`src/rtl/score_pkg.sv`:
```
// Shared types and helpers for the pong score keeper.
package score_pkg;

    typedef enum logic [1:0] {
        ST_PLAY = 2'd0,
        ST_HOLD = 2'd1,
        ST_OVER = 2'd2
    } state_t;

    localparam int DEFAULT_WIN_SCORE = 11;

    // A zero-length pause still needs a one-bit counter to keep widths legal.
    function automatic int hold_cnt_w(input int cycles);
        int w;
        w = $clog2(cycles + 1);
        return (w < 1) ? 1 : w;
    endfunction

endpackage

```
`src/rtl/edge_rise_detect.sv`:
```
// Per-bit rising-edge detector for the level-style point inputs.
module edge_rise_detect #(
    parameter int WIDTH = 2
) (
    input  logic             i_clk,
    input  logic [WIDTH-1:0] i_in,
    output logic [WIDTH-1:0] o_rise
);

    logic [WIDTH-1:0] r_hist;

    // History tracks the input even during reset, so a level held high across
    // reset release is seen as already-high and never scores.
    always_ff @(posedge i_clk) begin
        r_hist <= i_in;
    end

    assign o_rise = i_in & ~r_hist;

endmodule

```
`src/rtl/score_keeper.sv`:
```
// Multi-player score counter with post-point hold-off and game-over latch.
//   state   | meaning
//   ST_PLAY | accepting points; one rise scores, several rises collide
//   ST_HOLD | pause after a non-winning point; rises discarded
//   ST_OVER | winning score reached; everything frozen until restart
module score_keeper
    import score_pkg::*;
#(
    parameter int NUM_PLAYERS = 2,
    parameter int SCORE_W     = 5,
    parameter int WIN_SCORE   = DEFAULT_WIN_SCORE,
    parameter int HOLD_CYCLES = 16
) (
    input  logic                           i_clk,
    input  logic                           i_reset,
    input  logic [NUM_PLAYERS-1:0]         i_point_in,
    input  logic                           i_new_game,
    output logic [NUM_PLAYERS*SCORE_W-1:0] o_score,
    output logic [NUM_PLAYERS-1:0]         o_point_pulse,
    output logic                           o_collision,
    output logic                           o_hold,
    output logic                           o_game_over,
    output logic [NUM_PLAYERS-1:0]         o_winner
);

    localparam int CNT_W = hold_cnt_w(HOLD_CYCLES);
    localparam logic [CNT_W-1:0]   HOLD_LOAD = CNT_W'(HOLD_CYCLES);
    localparam logic [SCORE_W-1:0] NEAR_VAL  = SCORE_W'(WIN_SCORE - 1);

    generate
        if (NUM_PLAYERS < 2 || NUM_PLAYERS > 8) begin : g_bad_players
            $error("score_keeper: NUM_PLAYERS must be 2..8");
        end
        if (WIN_SCORE < 1 || WIN_SCORE > (2 ** SCORE_W) - 1) begin : g_bad_win
            $error("score_keeper: WIN_SCORE must be 1..2**SCORE_W-1");
        end
        if (HOLD_CYCLES < 0) begin : g_bad_hold
            $error("score_keeper: HOLD_CYCLES must be non-negative");
        end
    endgenerate

    logic [NUM_PLAYERS-1:0] w_rise;
    logic [NUM_PLAYERS-1:0] w_near;
    logic [NUM_PLAYERS-1:0] w_credit;
    logic                   w_multi;
    logic                   w_single;
    logic                   w_win_hit;
    logic                   w_clear;

    state_t                 r_state;
    logic [CNT_W-1:0]       r_hold_cnt;
    logic [NUM_PLAYERS-1:0] r_point_pulse;
    logic                   r_collision;
    logic                   r_hold;
    logic                   r_game_over;
    logic [NUM_PLAYERS-1:0] r_winner;
    logic [SCORE_W-1:0]     r_score [NUM_PLAYERS];

    edge_rise_detect #(
        .WIDTH (NUM_PLAYERS)
    ) u_edge (
        .i_clk  (i_clk),
        .i_in   (i_point_in),
        .o_rise (w_rise)
    );

    // x & (x-1) is non-zero exactly when two or more bits are set.
    assign w_multi   = |(w_rise & (w_rise - NUM_PLAYERS'(1)));
    assign w_single  = (|w_rise) & ~w_multi;
    assign w_clear   = ~i_reset | i_new_game;
    assign w_credit  = (r_state == ST_PLAY && w_single) ? w_rise : '0;
    assign w_win_hit = |(w_rise & w_near);

    generate
        for (genvar g = 0; g < NUM_PLAYERS; g++) begin : g_player
            assign w_near[g] = (r_score[g] == NEAR_VAL);
            assign o_score[g*SCORE_W +: SCORE_W] = r_score[g];

            always_ff @(posedge i_clk) begin
                if (w_clear) begin
                    r_score[g] <= '0;
                end else if (w_credit[g]) begin
                    r_score[g] <= r_score[g] + SCORE_W'(1);
                end
            end
        end
    endgenerate

    always_ff @(posedge i_clk) begin
        r_point_pulse <= '0;
        r_collision   <= 1'b0;
        if (w_clear) begin
            r_state     <= ST_PLAY;
            r_hold_cnt  <= '0;
            r_hold      <= 1'b0;
            r_game_over <= 1'b0;
            r_winner    <= '0;
        end else begin
            case (r_state)
                ST_PLAY: begin
                    if (w_single) begin
                        r_point_pulse <= w_rise;
                        if (w_win_hit) begin
                            r_state     <= ST_OVER;
                            r_game_over <= 1'b1;
                            r_winner    <= w_rise;
                        end else if (HOLD_CYCLES > 0) begin
                            r_state    <= ST_HOLD;
                            r_hold_cnt <= HOLD_LOAD;
                            r_hold     <= 1'b1;
                        end
                    end else if (w_multi) begin
                        r_collision <= 1'b1;
                    end
                end
                ST_HOLD: begin
                    if (r_hold_cnt == CNT_W'(1)) begin
                        r_state    <= ST_PLAY;
                        r_hold_cnt <= '0;
                        r_hold     <= 1'b0;
                    end else begin
                        r_hold_cnt <= r_hold_cnt - CNT_W'(1);
                    end
                end
                ST_OVER: begin
                end
                default: begin
                    r_state <= ST_PLAY;
                end
            endcase
        end
    end

    assign o_point_pulse = r_point_pulse;
    assign o_collision   = r_collision;
    assign o_hold        = r_hold;
    assign o_game_over   = r_game_over;
    assign o_winner      = r_winner;

endmodule

```
`config.mk`:
```
export PLATFORM = sky130hd
export DESIGN_NAME = score_keeper
export DESIGN_NICKNAME = d
export VERILOG_FILES = /design/src/rtl/score_pkg.sv /design/src/rtl/edge_rise_detect.sv /design/src/rtl/score_keeper.sv
export SDC_FILE = /design/constraint.sdc
export NUM_CORES = 1
export LEC_CHECK = 0
export CAP_MARGIN = 5
export CORE_MARGIN = 8
export CORE_UTILIZATION = 35
export CTS_BUF_LIST = sky130_fd_sc_hd__clkbuf_8
export DETAILED_ROUTE_END_ITERATION = 16
export HOLD_SLACK_MARGIN = 0.06
export SYNTH_ARGS = -nofsm -noshare
export SYNTH_HDL_FRONTEND = slang
export SYNTH_SLANG_ARGS = --single-unit
export TNS_END_PERCENT = 5
```
`constraint.sdc`:
```
create_clock -name i_clk -period 2.1 [get_ports i_clk]
set_input_delay 0.42 -clock i_clk [delete_from_list [all_inputs] [get_ports i_clk]]
set_output_delay 0.42 -clock i_clk [all_outputs]
set_load 0.02 [all_outputs]
```
# Word-level counts from Yosys, hierarchy flattened
# Memories as Yosys holds them, arrays and structs flattened.
# Index checks and enable logic that the tools add are counted.
dict set report totals {
  reg_bits 16
  ramBits 10
  inputBits 5
  output_inout_bits 17
  wordCells 70
  memories 1
}
dict set report op_classes {
  n_addsub 4
  n_eq_ne 8
  muxes 24
  bitwise_logic 13
  n_reduce_logical 12
}
# memory depth word_bits rd rd_ports_with_merged_regs write_ports line
set mem_list {}
lappend mem_list {r_score 2 5 2 0 2 score_keeper.sv:57} ;# logic [SCORE_W-1:0] r_score [NUM_PLAYERS];
# cell count
set op_table {}
lappend op_table {{$mux 5} 5}
lappend op_table {{$mux 1} 12}
lappend op_table {{$add 5x1->5 const B} 2}
lappend op_table {{$eq 5x4->1 const B} 2}
lappend op_table {{$pmux 5 s2} 1}
lappend op_table {{$reduce_and 3->1} 3}
lappend op_table {{$mux 2} 4}
lappend op_table {{$and 2x2->2} 3}
lappend op_table {{$ne 2x2->1 const B} 3}
lappend op_table {{$pmux 2 s3} 1}
lappend op_table {{$reduce_or 2->1} 3}
lappend op_table {{$reduce_or 3->1} 2}
lappend op_table {{$eq 5x1->1 const B} 1}
lappend op_table {{$not 1->1} 5}
lappend op_table {{$sub 5x1->5 const B} 1}
lappend op_table {{$reduce_and 4->1} 1}
lappend op_table {{$or 1x1->1} 3}
lappend op_table {{$eq 2x1->1 const B} 1}
lappend op_table {{$eq 2x2->1 const B} 1}
lappend op_table {{$logic_not 2->1} 1}
lappend op_table {{$not 2->2} 1}
lappend op_table {{$pmux 1 s2} 1}
lappend op_table {{$reduce_bool 2->1} 1}
lappend op_table {{$sub 2x1->2 const B} 1}
lappend op_table {{2 further kinds} 2}

# Depth between registers and ports, before layout
dict set report logic_depth {
  word_depth 13
  depth_mapped 7
  mapped_depth_nobuf 7
}

# Modules after synthesis
# A second synthesis with hierarchy kept.
dict set report unflattened {
  hier_cells 123
  area_unflattened_um2 1229.9
}
# mod n_inst cells_per_inst area_per_inst_um2 seq_area_each_um2
set modules_own_cells {}
lappend modules_own_cells {score_keeper 1 119 1162.4 580.6}
lappend modules_own_cells {edge_rise_detect 1 4 67.6 40.0}

# Least setup slack after synthesis
# Ideal clock, no wire load.
dict set report synth_path {
  kind {in2reg}
  from {in i_point_in[0]}
  to {mem r_score[0][0], enable pin}
  setup_ps 374
  arrival_time_ps 1718
  required_time_ps 1726
  slack_ps 8
  cell_stages 6
  n_path_buf 0
  cell_sequence {nand2b_1 -> inv_2 -> ha_1 -> nor2b_1 -> nand2b_1 -> o21ai_0}
}
# item line
set synth_lines {}
lappend synth_lines {{from (decl)} score_keeper.sv:16} ;# input logic [NUM_PLAYERS-1:0] i_point_in,
lappend synth_lines {{to (decl)} score_keeper.sv:57}

==> flow_summary.ini <==
[clocking]
path_clk_slew_ps = 90
clk_path_buf_depth = 2
cts.sinks = 26
postCtsSetupBuffers = 0
cts_tree = built
cts_root_buf = clkbuf_8
insertion_delay_ps = 270
cts_resized = 0
hold_buffers = 0
htreeDepth = 1
cts_inserted_buffers = 3

[setup_path]
slowest_delay_ps = 420
cp.buffers_inverters = 3
crit_type = in -> reg
critPathMostFrequentCell = nand2b_1
path_max_fanout = 5
cp_top_family = buffers and inverters
crit_required_ps = 2100
critical_path.cell_chain = clkdlybuf4s50_1 -> nand2b_1 -> inv_2 -> ha_1 -> nor2b_2 -> nand2b_1 -> o21ai_0 -> buf_4
cp-start-kind = input pin
endpoint_kind = flip-flop
worstPathArrival_ps = 1940
slowest_stage = clkdlybuf4s50_1

[global_routing]
grt_pass1_vias = 928
grt_pass1_wl_microns = 4100
track_usage = 0.0924
grt_max_degree = 16
antenna_found_initial = 0
overflow = 0

[floorplan]
num_rows = 21
die_h_microns = 75.2
fp.coreArea_sq_um = 3360
pin_count = 22
die_w_microns = 75.2
dieArea_sq_um = 5650
start_util = 0.364

[finish]
area_growth_pct = 35.6
layout.nets = 163
final_core_util = 0.494
antennaDiodeCount = 0
layout-drive-gt1-share = 0.193

[timing]
skew_ps = 5.71
period_needed_ps = 1950
hold_viol_final = 0
finalMaxSlewViolations = 0
relSlewSlack = 0.696
hold_ws_ps = 470
setup_viol = 0
finalCritPeriodShare = 0.926
max_slew.worst_pin.slew_ps = 451
rsz0062_at_grt = false
max_freq_mhz = 514

[drt]
totalWireLength_microns = 2420
route.detailed.drc = 0
first_pass_iters = 4
vias_per_cell = 4.83
final_antenna_net_count = 0
num_vias = 946
drt_iter0_markers = 41
wire_per_inst_microns = 12.4

[pwr]
power.leakage_nw = 0.682
irDropWorstVdd_v = 0.000435
power_density_nw_per_um2 = 674

[synthesis]
synth_warnings = 0
syn-cell-area_sq_um = 1220
synthesis.nets = 128
syn_avg_cell_area_sq_um = 10.6
synth.area.top_cells = dfxtp_1 26%, edfxtp_1 25%, ha_1 7.2%
synth-seq-cells = 26
ys_types = 30
synth-seq-area-share = 0.507
yosysTopAreaCell = dfxtp_1
synthCells = 116
synth_top_area_share = 0.261

[run_status]
status = finished, final reports clean

[hold_path]
hold_path.class = reg -> reg

[placement]
gp_congestion = 0.803
place_hpwl_microns = 1910
numPortBuffers = 21

[flow_run]
max-cap-violations = 0
[worst paths after layout]
path,startpoint,slack [ps],cells after the start,to
setup / recovery,i_point_in[0],150,8,r_score[0][2]$_SDFFCE_PN0P_
hold / removal,o_hold$_SDFFE_PP0P_,470,2,o_hold$_SDFFE_PP0P_
setup reg to reg,u_edge.r_hist[0]$_DFF_P_,380,7,r_score[0][2]$_SDFFCE_PN0P_
hold reg to reg,o_hold$_SDFFE_PP0P_,470,2,o_hold$_SDFFE_PP0P_
[synthesized netlist by cell type]
cell type	instances
a211oi_2	1
a21o_1	2
a21oi_1	3
a22oi_4	1
a32o_1	1
and3_1	1
and4bb_2	1
and4bb_4	1
clkbuf_1	4
dfxtp_1	16
edfxtp_1	10
ha_1	7
inv_1	4
inv_2	4
mux2i_1	2
nand2_1	1
nand2b_1	6
nand3_1	8
nor2_1	16
nor2b_1	5
nor3_1	2
o211ai_1	3
o21a_1	2
o21ai_0	2
o2bb2ai_1	1
o311ai_0	1
o31ai_1	1
o41ai_1	3
xnor2_1	3
xor2_1	4
[power by group]
group | internal (mW) | switching, mW | total, mW | leakage (nW)
registers | 0.542 | 0.0185 | 0.560 | 0.242
clock network | 0.255 | 0.158 | 0.413 | 0.0357
logic | 0.0747 | 0.0724 | 0.147 | 0.404
total | 0.871 | 0.249 | 1.12 | 0.682
[registers in the layout, summed over array words and instances, names as in the netlist]
register	count
r_score	10
r_hold_cnt	5
o_point_pulse	2
o_winner	2
r_state	2
u_edge.r_hist	2
o_collision	1
o_game_over	1
o_hold	1
[area by class of cell]
cell class | count | area [sq um]
Fill cell | 342 | 1700
Tap cell | 46 | 57.6
Timing Repair Buffer | 34 | 308
Sequential cell | 26 | 621
Inverter | 8 | 30.0
Multi-Input combinational cell | 78 | 574
Clock inverter | 1 | 30.0
Clock buffer | 3 | 41.3
[cells by family after synthesis]
family / after synthesis / share of synthesized area
buf+inv: 12 / 0.0368
simple gates: 41 / 0.178
mux: 2 / 0.0163
compound gates: 21 / 0.141
flops: 26 / 0.507
xor+xnor: 7 / 0.0501
fa+ha+maj: 7 / 0.0715
[per-layer routing]
layer  GRT usage  share of wire
met5           0              0
met4      0.0192         0.0033
met3      0.0346          0.058
met2       0.152           0.46
met1       0.112           0.48
[placed cells by master, fill, tap and decap left out, types with 4 or more instances in the layout]
| cell | Yosys | routed |
|---|---|---|
| xor2_1 | 4 | 4 |
| clkdlybuf4s50_1 | 0 | 21 |
| edfxtp_1 | 10 | 10 |
| buf_4 | 0 | 13 |
| inv_1 | 4 | 4 |
| nand2b_1 | 6 | 6 |
| nor2_1 | 16 | 16 |
| ha_1 | 7 | 7 |
| inv_2 | 4 | 4 |
| nand3_1 | 8 | 6 |
| dfxtp_1 | 16 | 16 |
[through the flow]
step / TNS [ps] / instances / setup slack, ps / total power [mW] / cell area (sq um)
floorplan: 0 / 116 / 7.79 / 0.645 / 1220
CTS: 0 / 196 / 39.3 / 1.13 / 1650
global route: 0 / 196 / 26.6 / 1.17 / 1660
detailed placement: -4680 / 192 / -229 / 0.717 / 1580
global placement: -2490 / 192 / -146 / 0.714 / 1580
finish: 0 / 196 / 155 / 1.12 / 1660
[worst min-delay path, stage by stage, from the launching register on]
cell and delay, ps:
dfxtp_1 320, o41ai_1 50, a21oi_1 60
Note: power is estimated with default switching activity, not from simulation.
==> patch, RTL diff (same settings) <==
`NUM_PLAYERS`: 2 -> 4.
--- a/src/rtl/score_keeper.sv
+++ b/src/rtl/score_keeper.sv
@@ -8,3 +8,3 @@
 #(
-    parameter int NUM_PLAYERS = 2,
+    parameter int NUM_PLAYERS = 4,
     parameter int SCORE_W     = 5,
Ports: changed (resized i_point_in, o_point_pulse, o_score and o_winner); port bits go from 22 to 38. No check against the original RTL was run, so the function may have changed too.
==> patch against the unedited design <==
Design area grew 61%. Worst setup slack gained 0.063 ns. Worst hold slack lost 0.012 ns. Combinational power grew 80%. Clock power grew 18%. Synthesized cell count grew 63%. Sequential cell count grew 16. Routed wire length grew 69%. Total power grew 50%. Synthesized area grew 63%. Critical path type unchanged. Critical endpoint is now r_score[2][2]. Highest routed layer unchanged.
==> patch: results (changes against the unedited design) <==
* Met1 global-route usage at 12.8% (was 11.2%)
* Post-synthesis mux area share at 0% (was 1.63%)
* Crit-path max FO at 6 (was 5)
* Sequential share of cell area at 39.0% (was 37.3%)
* Worst IR Drop VDD at 288 µV (was 435 µV)
* Hold_sp: o_game_over (was o_hold)
* Pin count of the biggest net entering global routing at 13 (was 16)
* Slowest Stage Delay on Critical Path at 0.52 ns (was 0.42 ns)
* Vias in the first global route at 1496 (was 928)
* Post-DP HPWL at 3150 µm (was 1910 µm)
* Reg2reg path depth at 8 (was 7)
* Post-layout net count at 266 (was 163)
* Top flop regs: r_score (20), r_hold_cnt (5) (was r_score (10), r_hold_cnt (5))
* Placed insts at 314 (was 192)
* Clk_skew at 0.00516 ns (was 0.00571 ns)
* RR Startpoint: r_score[0][0] (was u_edge.r_hist[0])
* Syn nets at 206 (was 128)
* Ys async rst share at 0% (unchanged)
* H-Tree Depth at 2 (was 1)
* Main area contributors after synthesis: edfxtp_1, dfxtp_1, ha_1 (was dfxtp_1, edfxtp_1, ha_1)
* Total GRT Usage at 10.4% (was 9.24%)
* Synth Area in XOR/XNOR at 6.52% (was 5.01%)
* Count leader, synth: nor2_1
* Multi-Input Combinational at 131 (was 78)
* Fraction of area in non-clock buffers at 19.5% (was 18.5%)
* Pleak at 1.03 nW (was 0.682 nW)
* Synth top cells by count: nor2_1, dfxtp_1, edfxtp_1 (was dfxtp_1, nor2_1, edfxtp_1)
* Fmax at 0.531 GHz (was 0.514 GHz)
* Clkbuf count at 5 (was 3)
* Met2 Use GR at 15.8% (was 15.2%)
* Placement Setup Slack at -0.0911 ns (was -0.229 ns)
* Avg WL per Cell at 12.7 µm (was 12.4 µm)
* Fill cells at 525 (was 342)
* Cell count after synthesis at 189 (was 116)
* Met3 routed WL at 275 µm (was 141 µm)
* Slew @ Worst Pin at 0.386 ns (was 0.451 ns)
* Share of layout cells above drive strength 1 at 14.4% (was 19.3%)
* Adder-cell share of the synthesized area at 6.27% (was 7.15%)
* Worst Path Arrival at 1.89 ns (was 1.94 ns)
* Seq/Total Area, Yosys at 52.2% (was 50.7%)
* Min Hold Slack at 0.458 ns (was 0.470 ns)
* Gp weighted congestion at 0.815 (was 0.803)
* Met2 WL at 1820 µm (was 1120 µm)
* Compound-gate portion of the synthesized area at 9.72% (was 14.1%)
* Sequential cells at 42 (was 26)
* Post-Layout Cell Count at 322 (was 196)
* Outcome: finished, final reports clean (unchanged)
* Crit path to: r_score[2][2] (was r_score[0][2])
* M1 wire length at 1940 µm (was 1150 µm)
* R2R setup slack at 0.26 ns (was 0.38 ns)
* Worst Setup SP: i_point_in[3] (was i_point_in[0])
* Placed Area at 2590 µm² (was 1580 µm²)
* RR Endpoint: r_hold_cnt[2] (was r_score[0][2])
* Fraction of area in multi-input gates at 33.4% (was 34.6%)
* Post-synth EDFFs at 20 (was 10)
* DR vias/cell at 4.66 (was 4.83)
* GR Util met3 at 4.12% (was 3.46%)
* Non-clk invs at 12 (was 8)
* Post-synthesis cell type count at 39 (was 30)
patch: changes by cell type in the layout (fill, tap and decap cells not counted), sizes merged, moves of 5 or more:
| cell | delta |
|---|---|
| clkdlybuf4s50 | +16 |
| nand2 | +11 |
| edfxtp | +10 |
| nor2 | +9 |
| buf | +7 |
| nand3 | +7 |
| o21ai | +7 |
| dfxtp | +6 |
| inv | +5 |
patch: worst max-delay path: cells and delay by family:
family | cells | cell delay [ns]
AO/OA/AOI/OAI | 2 | 0.32
buffers and inverters | 2 | 0.69
XOR/XNOR | 1 | 0.22
AND/OR/NAND/NOR | 2 | 0.24
patch: where the power goes:
part | internal (W) | switching, W | leakage [nW] | total (W)
sequential | 0.000892 | 0.0000314 | 0.404 | 0.000923
clock | 0.000224 | 0.000265 | 0.0468 | 0.000489
combinational | 0.000130 | 0.000135 | 0.582 | 0.000265
